==> src/rtl/stream_rr_arbiter.sv <==
// Round-robin arbiter that merges nports val/rdy request streams into one
// downstream val/rdy stream. The winning message is held in a one-entry
// output register and tagged with its source port index. The register can
// refill in the same cycle it drains, so it sustains one message per cycle.
//
// state  | meaning
// -------+-----------------------------------------------------------------
// empty  | r_full=0: output register free, any valid requester may win
// full   | r_full=1: r_buf_msg/r_buf_src presented downstream until taken
module stream_rr_arbiter #(
  parameter int nports = 2,
  parameter int nbits  = 32
) (
  input  logic                       clk,
  input  logic                       reset,
  input  logic [nbits-1:0]           istream_msg [nports],
  input  logic                       istream_val [nports],
  output logic                       istream_rdy [nports],
  output logic [nbits-1:0]           ostream_msg,
  output logic [$clog2(nports)-1:0]  ostream_src,
  output logic                       ostream_val,
  input  logic                       ostream_rdy
);

  localparam int SW = $clog2(nports);

  logic             r_full;
  logic [nbits-1:0] r_buf_msg;
  logic [SW-1:0]    r_buf_src;
  logic [SW-1:0]    r_ptr;

  logic             w_can_accept;
  logic             w_grant_any;
  logic [SW-1:0]    w_grant_idx;
  logic             w_grant;
  logic [SW-1:0]    w_ptr_next;

  // The register can take a new entry if it is empty or is being drained now.
  assign w_can_accept = !r_full || ostream_rdy;
  assign w_grant      = !reset && w_can_accept && w_grant_any;

  // Rotating priority search starting at r_ptr. Walking from the far end back
  // towards r_ptr lets the nearest valid port overwrite the earlier picks.
  always_comb begin
    int            j;
    logic [SW-1:0] cand;
    w_grant_any = 1'b0;
    w_grant_idx = '0;
    j           = 0;
    cand        = '0;
    for (int i = nports - 1; i >= 0; i--) begin
      j = int'(r_ptr) + i;
      if (j >= nports) j = j - nports;
      cand = SW'(j);
      if (istream_val[cand]) begin
        w_grant_any = 1'b1;
        w_grant_idx = cand;
      end
    end
  end

  // One-hot ready back to the winner only; reset forces every ready low.
  always_comb begin
    for (int k = 0; k < nports; k++) begin
      istream_rdy[k] = w_grant && (w_grant_idx == SW'(k));
    end
  end

  // Pointer wraps explicitly so it never reaches nports when nports is not 2^n.
  assign w_ptr_next = (w_grant_idx == SW'(nports - 1)) ? '0 : w_grant_idx + 1'b1;

  // Output register and priority pointer update.
  always_ff @(posedge clk) begin
    if (reset) begin
      r_full    <= 1'b0;
      r_buf_msg <= '0;
      r_buf_src <= '0;
      r_ptr     <= '0;
    end else if (w_grant) begin
      r_full    <= 1'b1;
      r_buf_msg <= istream_msg[w_grant_idx];
      r_buf_src <= w_grant_idx;
      r_ptr     <= w_ptr_next;
    end else if (r_full && ostream_rdy) begin
      r_full    <= 1'b0;
    end
  end

  assign ostream_val = r_full;
  assign ostream_msg = r_buf_msg;
  assign ostream_src = r_buf_src;

endmodule

==> config.mk <==
export PLATFORM = sky130hd
export DESIGN_NAME = stream_rr_arbiter
export DESIGN_NICKNAME = d
export VERILOG_FILES = /design/src/rtl/stream_rr_arbiter.sv
export SDC_FILE = /design/constraint.sdc
export NUM_CORES = 1
export LEC_CHECK = 0
export BUFFER_PORTS_ARGS = -buffer_cell sky130_fd_sc_hd__buf_2
export CORE_ASPECT_RATIO = 1.25
export CORE_MARGIN = 3
export CORE_UTILIZATION = 30
export CTS_BUF_LIST = sky130_fd_sc_hd__clkbuf_8
export DETAILED_ROUTE_END_ITERATION = 6
export MAX_ROUTING_LAYER = met4
export PLACE_DENSITY_LB_ADDON = 0.25
export SETUP_SLACK_MARGIN = 0.1
export SKIP_CTS_REPAIR_TIMING = 1
export SLEW_MARGIN = 25
export SYNTH_ARGS = -nofsm -noshare
export SYNTH_HDL_FRONTEND = slang
export SYNTH_SLANG_ARGS = --single-unit
export TNS_END_PERCENT = 100
==> constraint.sdc <==
create_clock -name clk -period 1.7 [get_ports clk]
set_clock_uncertainty 0.1 [all_clocks]
set_input_delay 0.34 -clock clk [delete_from_list [all_inputs] [get_ports clk]]
set_output_delay 0.34 -clock clk [all_outputs]
set_load 0.005 [all_outputs]
# [Word-level counts from Yosys, hierarchy flattened]
# Index checks and enable logic that the tools add are counted.
[totals] regBits=35 latch_bits=0 ramBits=0 rom_bits=0 in_bits=69 memories=0
[op_classes] n_addsub=4 multipliers=0 n_div=0 order_cmp=5 n_eq_ne=0 shift=0 mux=18 bitwise_logic=4 reduce_logical=9
[ops] cell="$mux 32" n=3
[ops] cell="$mux 1" n=15
[ops] cell="$ge 2x2->1 const B" n=4
[ops] cell="$not 1->2" n=3
[ops] cell="$logic_and 1x1->1" n=5
[ops] cell="$add 1x1->2 const B" n=1
[ops] cell="$ge 1x2->1 const B" n=1
[ops] cell="$logic_not 1->1" n=2
[ops] cell="$reduce_bool 2->1" n=1
[ops] cell="$sub 1x1->1 const B" n=2
[ops] cell="$add 1x1->1 const B" n=1
[ops] cell="$logic_or 1x1->1" n=1
[ops] cell="$not 1->1" n=1

# [Longest topological paths before layout]
# Gate-level depths: netlist of the first run.
[depth] word_depth=13 ltp_mapped=6

# [Worst setup path after synthesis of the first run]
# Ideal clock, no wire load.
[synth_timing] path_kind="input -> output" startpoint="input port istream_val[0] in the netlist's numbering" endpoint="output port istream_rdy[1] in the netlist's numbering" arrival_ns=1.043 slack_ns=0.217 path_stages=4 n_path_buf=1 cell_sequence="buf_4 nor2_2 nor3_2 a21boi_0"
[synth_rtl] element="start: declaration" line="17" source="input logic istream_val [nports],"
[synth_rtl] element="end: declaration" line="18" source="output logic istream_rdy [nports],"

==> flow_metrics.tcl, run 1 <==
set metrics [dict create \
    std_cell_rows 30 \
    final_cell_mix "buf_2 (104), dfxtp_1 (33)" \
    grt_max_degree 36 \
    crit_path_end_kind "output port" \
    cts_max_level 2 \
    fin_setup_tns_ns 0 \
    clkTransAtPathRegs_ns 0.07 \
    cts_made_buffers 5 \
    leakagePower_nw 1.07 \
    overflow 0 \
    ys_warn_count 0 \
    required_ns 1.26 \
    r2r-end "ostream_msg[20]" \
    drt_iter0_markers 132 \
    r2r-start "ostream_val" \
    post_dp_cell_area_um2 2320 \
    rsz0062_at_grt "yes" \
    syn-num-nets 280 \
    synth_area_leaders "dfxtp_1 (39%), a311oi_1 (16%), a31oi_1 (11%)" \
    crit_type "flop to output port" \
    cp.arrival_ns 1.17 \
    report.power.total_mw 2.07 \
    min_period_ns 1.61 \
    ioPinCount 105 \
    vias 2164 \
    io_buffer_count 104 \
    p_per_area_nw_per_um2 848 \
    min_delay_path_depth 3 \
    coreArea_um2 5590 \
    first_pass_iters 6 \
    syn_inst 211 \
    die_h_um 92.3 \
    drc 0 \
    gp_congestion 0.803 \
    syn_area_per_cell_um2 8.46 \
    reg2reg_depth 4 \
    grt_pass1_vias 2221 \
    fin_area_um2 2450 \
    routed_wl_um 6340 \
    drv_slew 0 \
    cts_root_buf "clkbuf_8" \
    detail-route-antenna-nets 0 \
    period_share 0.947 \
    rrSetupSlack_ns 0.31 \
    outcome "finished clean" \
    synth.top_cell.area_share 0.392 \
    dieArea_um2 6920 \
    start_util 0.319 \
    viasPerCell 5.83 \
    clkLatencyLatePin_ns 0.28 \
    dpl.hpwl_um 4230 \
    syn2layout_area_growth_pct 37.0 \
    worst_hold_path.endpoint "ostream_msg[28]" \
    clock_sinks 35 \
    antenna_found_initial 0 \
    setup_slack_ns 0.0908 \
    drive_above_1_share 0.436 \
    worstHoldStart "istream_msg[60]" \
    grt_usage 0.188 \
    drv_cap 0 \
    worst_pin_slew_ns 0.397 \
    yosysTopAreaCell "dfxtp_1" \
    ys_seq_elements 35 \
    place_ws_ns 0.174 \
    hold_path.class "primary input to flop" \
    cts_tree "built" \
    ir_drop_mv 0.426 \
    instances_no_fill 371 \
    netlist_area_um2 1790 \
    nNetsFinal 375 \
    worstPathMaxFanout 3 \
    cts_buffer_depth 2 \
    fp.dieW_um 75 \
    grt_pass1_wl_um 10100 \
    slew_headroom 0.735 \
    synth_cell_type_count 23 \
    antennaDiodeCount 0 \
    fmax_mhz 621 \
    setup_viol 0 \
    worst_setup_path_start_kind "flop" \
    final_common_cell "buf_2" \
    ys_seq_area_frac 0.392 \
    wl_per_cell_um 17.1 \
    placed_cells 362 \
    hold_viol 0 \
]
layer usage:
layer  GRT usage  wire (um)  up-vias
li1            -          -     1023
met1       0.224       2700     1042
met2       0.303       3120       87
met3      0.0395        424       12
met4      0.0712         89        0
met5           -          0        -
critical path: stages (launching register included):
cell and delay, ns:
dfxtp_2 0.33, nor2b_2 0.16, nor3_4 0.12, a21boi_2 0.17, buf_2 0.12
cell usage after synthesis, drive strengths merged:
library cell / number
a311oi: 32
nor2b: 1
buf: 23
a21boi: 1
o211a: 1
or2: 1
o21ai: 32
clkbuf: 9
nand3: 32
nor2: 1
o31ai: 1
nor3: 1
clkinv: 1
dfxtp: 35
a21oi: 2
and2b: 1
a31oi: 32
inv: 2
nand4: 1
nand2b: 2
worst max-delay path by stage:
stage,slack (ns),endpoint,depth (start not counted),startpoint
finish,0.09,istream_rdy[1],4,ostream_val
global route,0.03,istream_rdy[1],4,ostream_val
CTS,0.03,istream_rdy[1],4,ostream_val
detailed placement,0.17,ostream_msg[20],5,istream_val[0]
global placement,0.21,ostream_msg[28],5,istream_val[0]
floorplan,0.22,istream_rdy[1],4,istream_val[0]
power by group:
group | switching [mW] | internal [mW] | leakage [nW]
Combinational | 0.262 | 0.223 | 0.727
Clock | 0.300 | 0.364 | 0.0557
Sequential | 0.0357 | 0.889 | 0.290
Total | 0.597 | 1.48 | 1.07
kinds of logic (layout without fill, tap and decap cells):
group,Yosys count,count (layout),share of synthesized area
buf+inv,35,131,0.109
simple gates,40,40,0.121
compound gates,101,101,0.378
flops,35,35,0.392
final cells by class:
class	count	area (um2)
inverter	3	11.3
multi-input combinational	141	911
tap	64	80.1
clock inverter	1	3.75
timing repair buffer	120	641
sequential	35	703
fill	579	3150
clock buffer	7	96.3
per-stage QoR:
stage	utilization	hold slack [ns]
floorplan	-	0.365
global placement	0.415	0.381
detailed placement	0.415	0.372
CTS	0.433	0.231
global route	0.437	0.233
finish	0.437	0.236
state kept, by name (all words and copies together), names as in the netlist:
register     count
ostream_msg     32
ostream_src      1
ostream_val      1
r_ptr            1
Power figures use the tool's default switching activity.
==> run 2, diff against run 1 <==
Settings changed: ABC_AREA set to 0, GPL_TIMING_DRIVEN set to 0.
==> run 2 against run 1 <==
The run now ends with setup timing left. Worst setup slack worse by 0.097 ns. Flip-flop and latch count unchanged. Largest cell class unchanged. Critical endpoint is now istream_rdy[0]. Via count up 1.7%. Global-route usage decreased by 0.32 points. Sequential share of layout area decreased by 1.7 points. Hold slack lost 0.0048 ns. Clock-buffer cell count stayed put. Largest power group unchanged. Critical path depth increased by 2. Combinational power rose by 8.7%.
==> flow_metrics.tcl, run 2 (same netlist as run 1, synthesis figures left out) <==
set metrics [dict create \
    fin_setup_tns_ns -0.00660 \
    clkTransAtPathRegs_ns 0.07 \
    fmax_mhz 586 \
    io_buffer_count 102 \
    whs_ns 0.231 \
    ir_drop_mv 0.294 \
    p_int_mw 1.51 \
    final_core_util 0.464 \
    dieArea_um2 6920 \
    clock_sinks 35 \
    clockPowerShare 0.316 \
    die_h_um 92.3 \
    clkLatencyLatePin_ns 0.29 \
    slew_headroom 0.671 \
    hold_viol 0 \
    std_cell_rows 30 \
    drive_above_1_share 0.458 \
    worstPathMaxFanout 4 \
    grt_max_degree 11 \
    drv_cap 0 \
    rrSetupSlack_ns 0.18 \
    crit_path_end_kind "output port" \
    worst_setup_path_endpoint "istream_rdy[0]" \
    switching_share 0.289 \
    grt_usage 0.184 \
    hold_path.class "primary input to flop" \
    min_period_ns 1.71 \
    antenna_found_initial 0 \
    cts_root_buf "clkbuf_8" \
    drc 0 \
    detail-route-antenna-nets 0 \
    ioPinCount 105 \
    final_cell_mix "buf_2 (115), dfxtp_1 (33)" \
    crit_type "flop to output port" \
    fp.dieW_um 75 \
    required_ns 1.26 \
    syn2layout_area_growth_pct 45.5 \
    cts_max_level 2 \
    p_per_area_nw_per_um2 816 \
    first_pass_iters 6 \
    cts_buffer_depth 2 \
    outcome "finished with violations" \
    drt_iter0_markers 154 \
    cts_tree "built" \
    nNetsFinal 398 \
    final_common_cell "buf_2" \
    largest_reg_flops 32 \
    cp.arrival_ns 1.27 \
    worst_pin_slew_ns 0.493 \
    report.power.total_mw 2.12 \
    drv_slew 0 \
    grt_pass1_vias 2128 \
    worstSetupStartpoint "r_ptr" \
    reg2reg_depth 6 \
    worst_setup_path_start_kind "flop" \
    setup_slack_ns -0.00660 \
    overflow 0 \
    power_frac_comb 0.248 \
    setup_viol 1 \
    start_util 0.319 \
    leakagePower_nw 1.16 \
    rsz0062_at_grt "yes" \
    grt_pass1_wl_um 9870 \
    vias 2201 \
    wl_per_cell_um 16.4 \
    gp_congestion 0.829 \
    antennaDiodeCount 0 \
    r2r-end "ostream_msg[10]" \
    r2r-start "r_ptr" \
    p_sw_mw 0.613 \
    coreArea_um2 5590 \
    routed_wl_um 6470 \
    viasPerCell 5.59 \
    period_share 1.00 \
    power_frac_seq 0.435 \
    cts_made_buffers 5 \
    dpl.hpwl_um 4470 \
    violations "setup timing" \
]
==> run 2: critical path: stages (launching register included) <==
cell and delay (ns):
dfxtp_2 0.33, nand2b_4 0.13, buf_6 0.12, buf_8 0.11, nand4_1 0.13, inv_1 0.05, buf_2 0.12
==> run 2: routing by layer <==
| metal | wire [um] | track usage | vias up |
|---|---|---|---|
| met4 | 93 | 0.0593 | 0 |
| met1 | 2740 | 0.231 | 1030 |
| li1 | - | - | 1072 |
| met3 | 438 | 0.0428 | 9 |
| met2 | 3200 | 0.289 | 90 |
| met5 | 0 | - | - |
==> run 2: how the worst min path moves through the flow <==
stage               slack [ns]               to  cells past startpoint            start
finish                    0.23  ostream_msg[28]                      3  istream_msg[60]
detailed placement        0.37      ostream_src                      2      ostream_src
CTS                       0.23  ostream_msg[25]                      3  istream_msg[57]
floorplan                 0.36      ostream_src                      2      ostream_src
global placement          0.36      ostream_src                      2      ostream_src
global route              0.24  ostream_msg[25]                      3  istream_msg[57]
==> run 2: cell type report <==
type / instances / area [um2]
fillers: 580 / 3000
multi-input cells: 141 / 905
flip-flops and latches: 35 / 703
repair buffers: 111 / 578
plain buffers: 32 / 216
clock buffers: 7 / 96.3
well taps: 64 / 80.1
inverters: 3 / 15.0
clock inverters: 1 / 3.75
==> run 2: through the flow <==
step,std cells,instance area (um2),worst slack [ns]
6_report,394,2600,-0.00660
5_1_grt,394,2600,-0.0712
4_1_cts,385,2480,-0.247
3_5_place_dp,377,2380,-0.0938
3_3_place_gp,377,2380,-0.118
2_1_floorplan,211,1790,0.217
==> run 2: power groups by stage <==
stage	clock network, mW	registers (mW)	logic [mW]
final	0.670	0.923	0.526
after global routing	0.707	0.932	0.581
after CTS	0.675	0.923	0.490
after detailed placement	0	0.942	0.489
after global placement	0	0.940	0.485
after floorplan	0	0.946	0.263
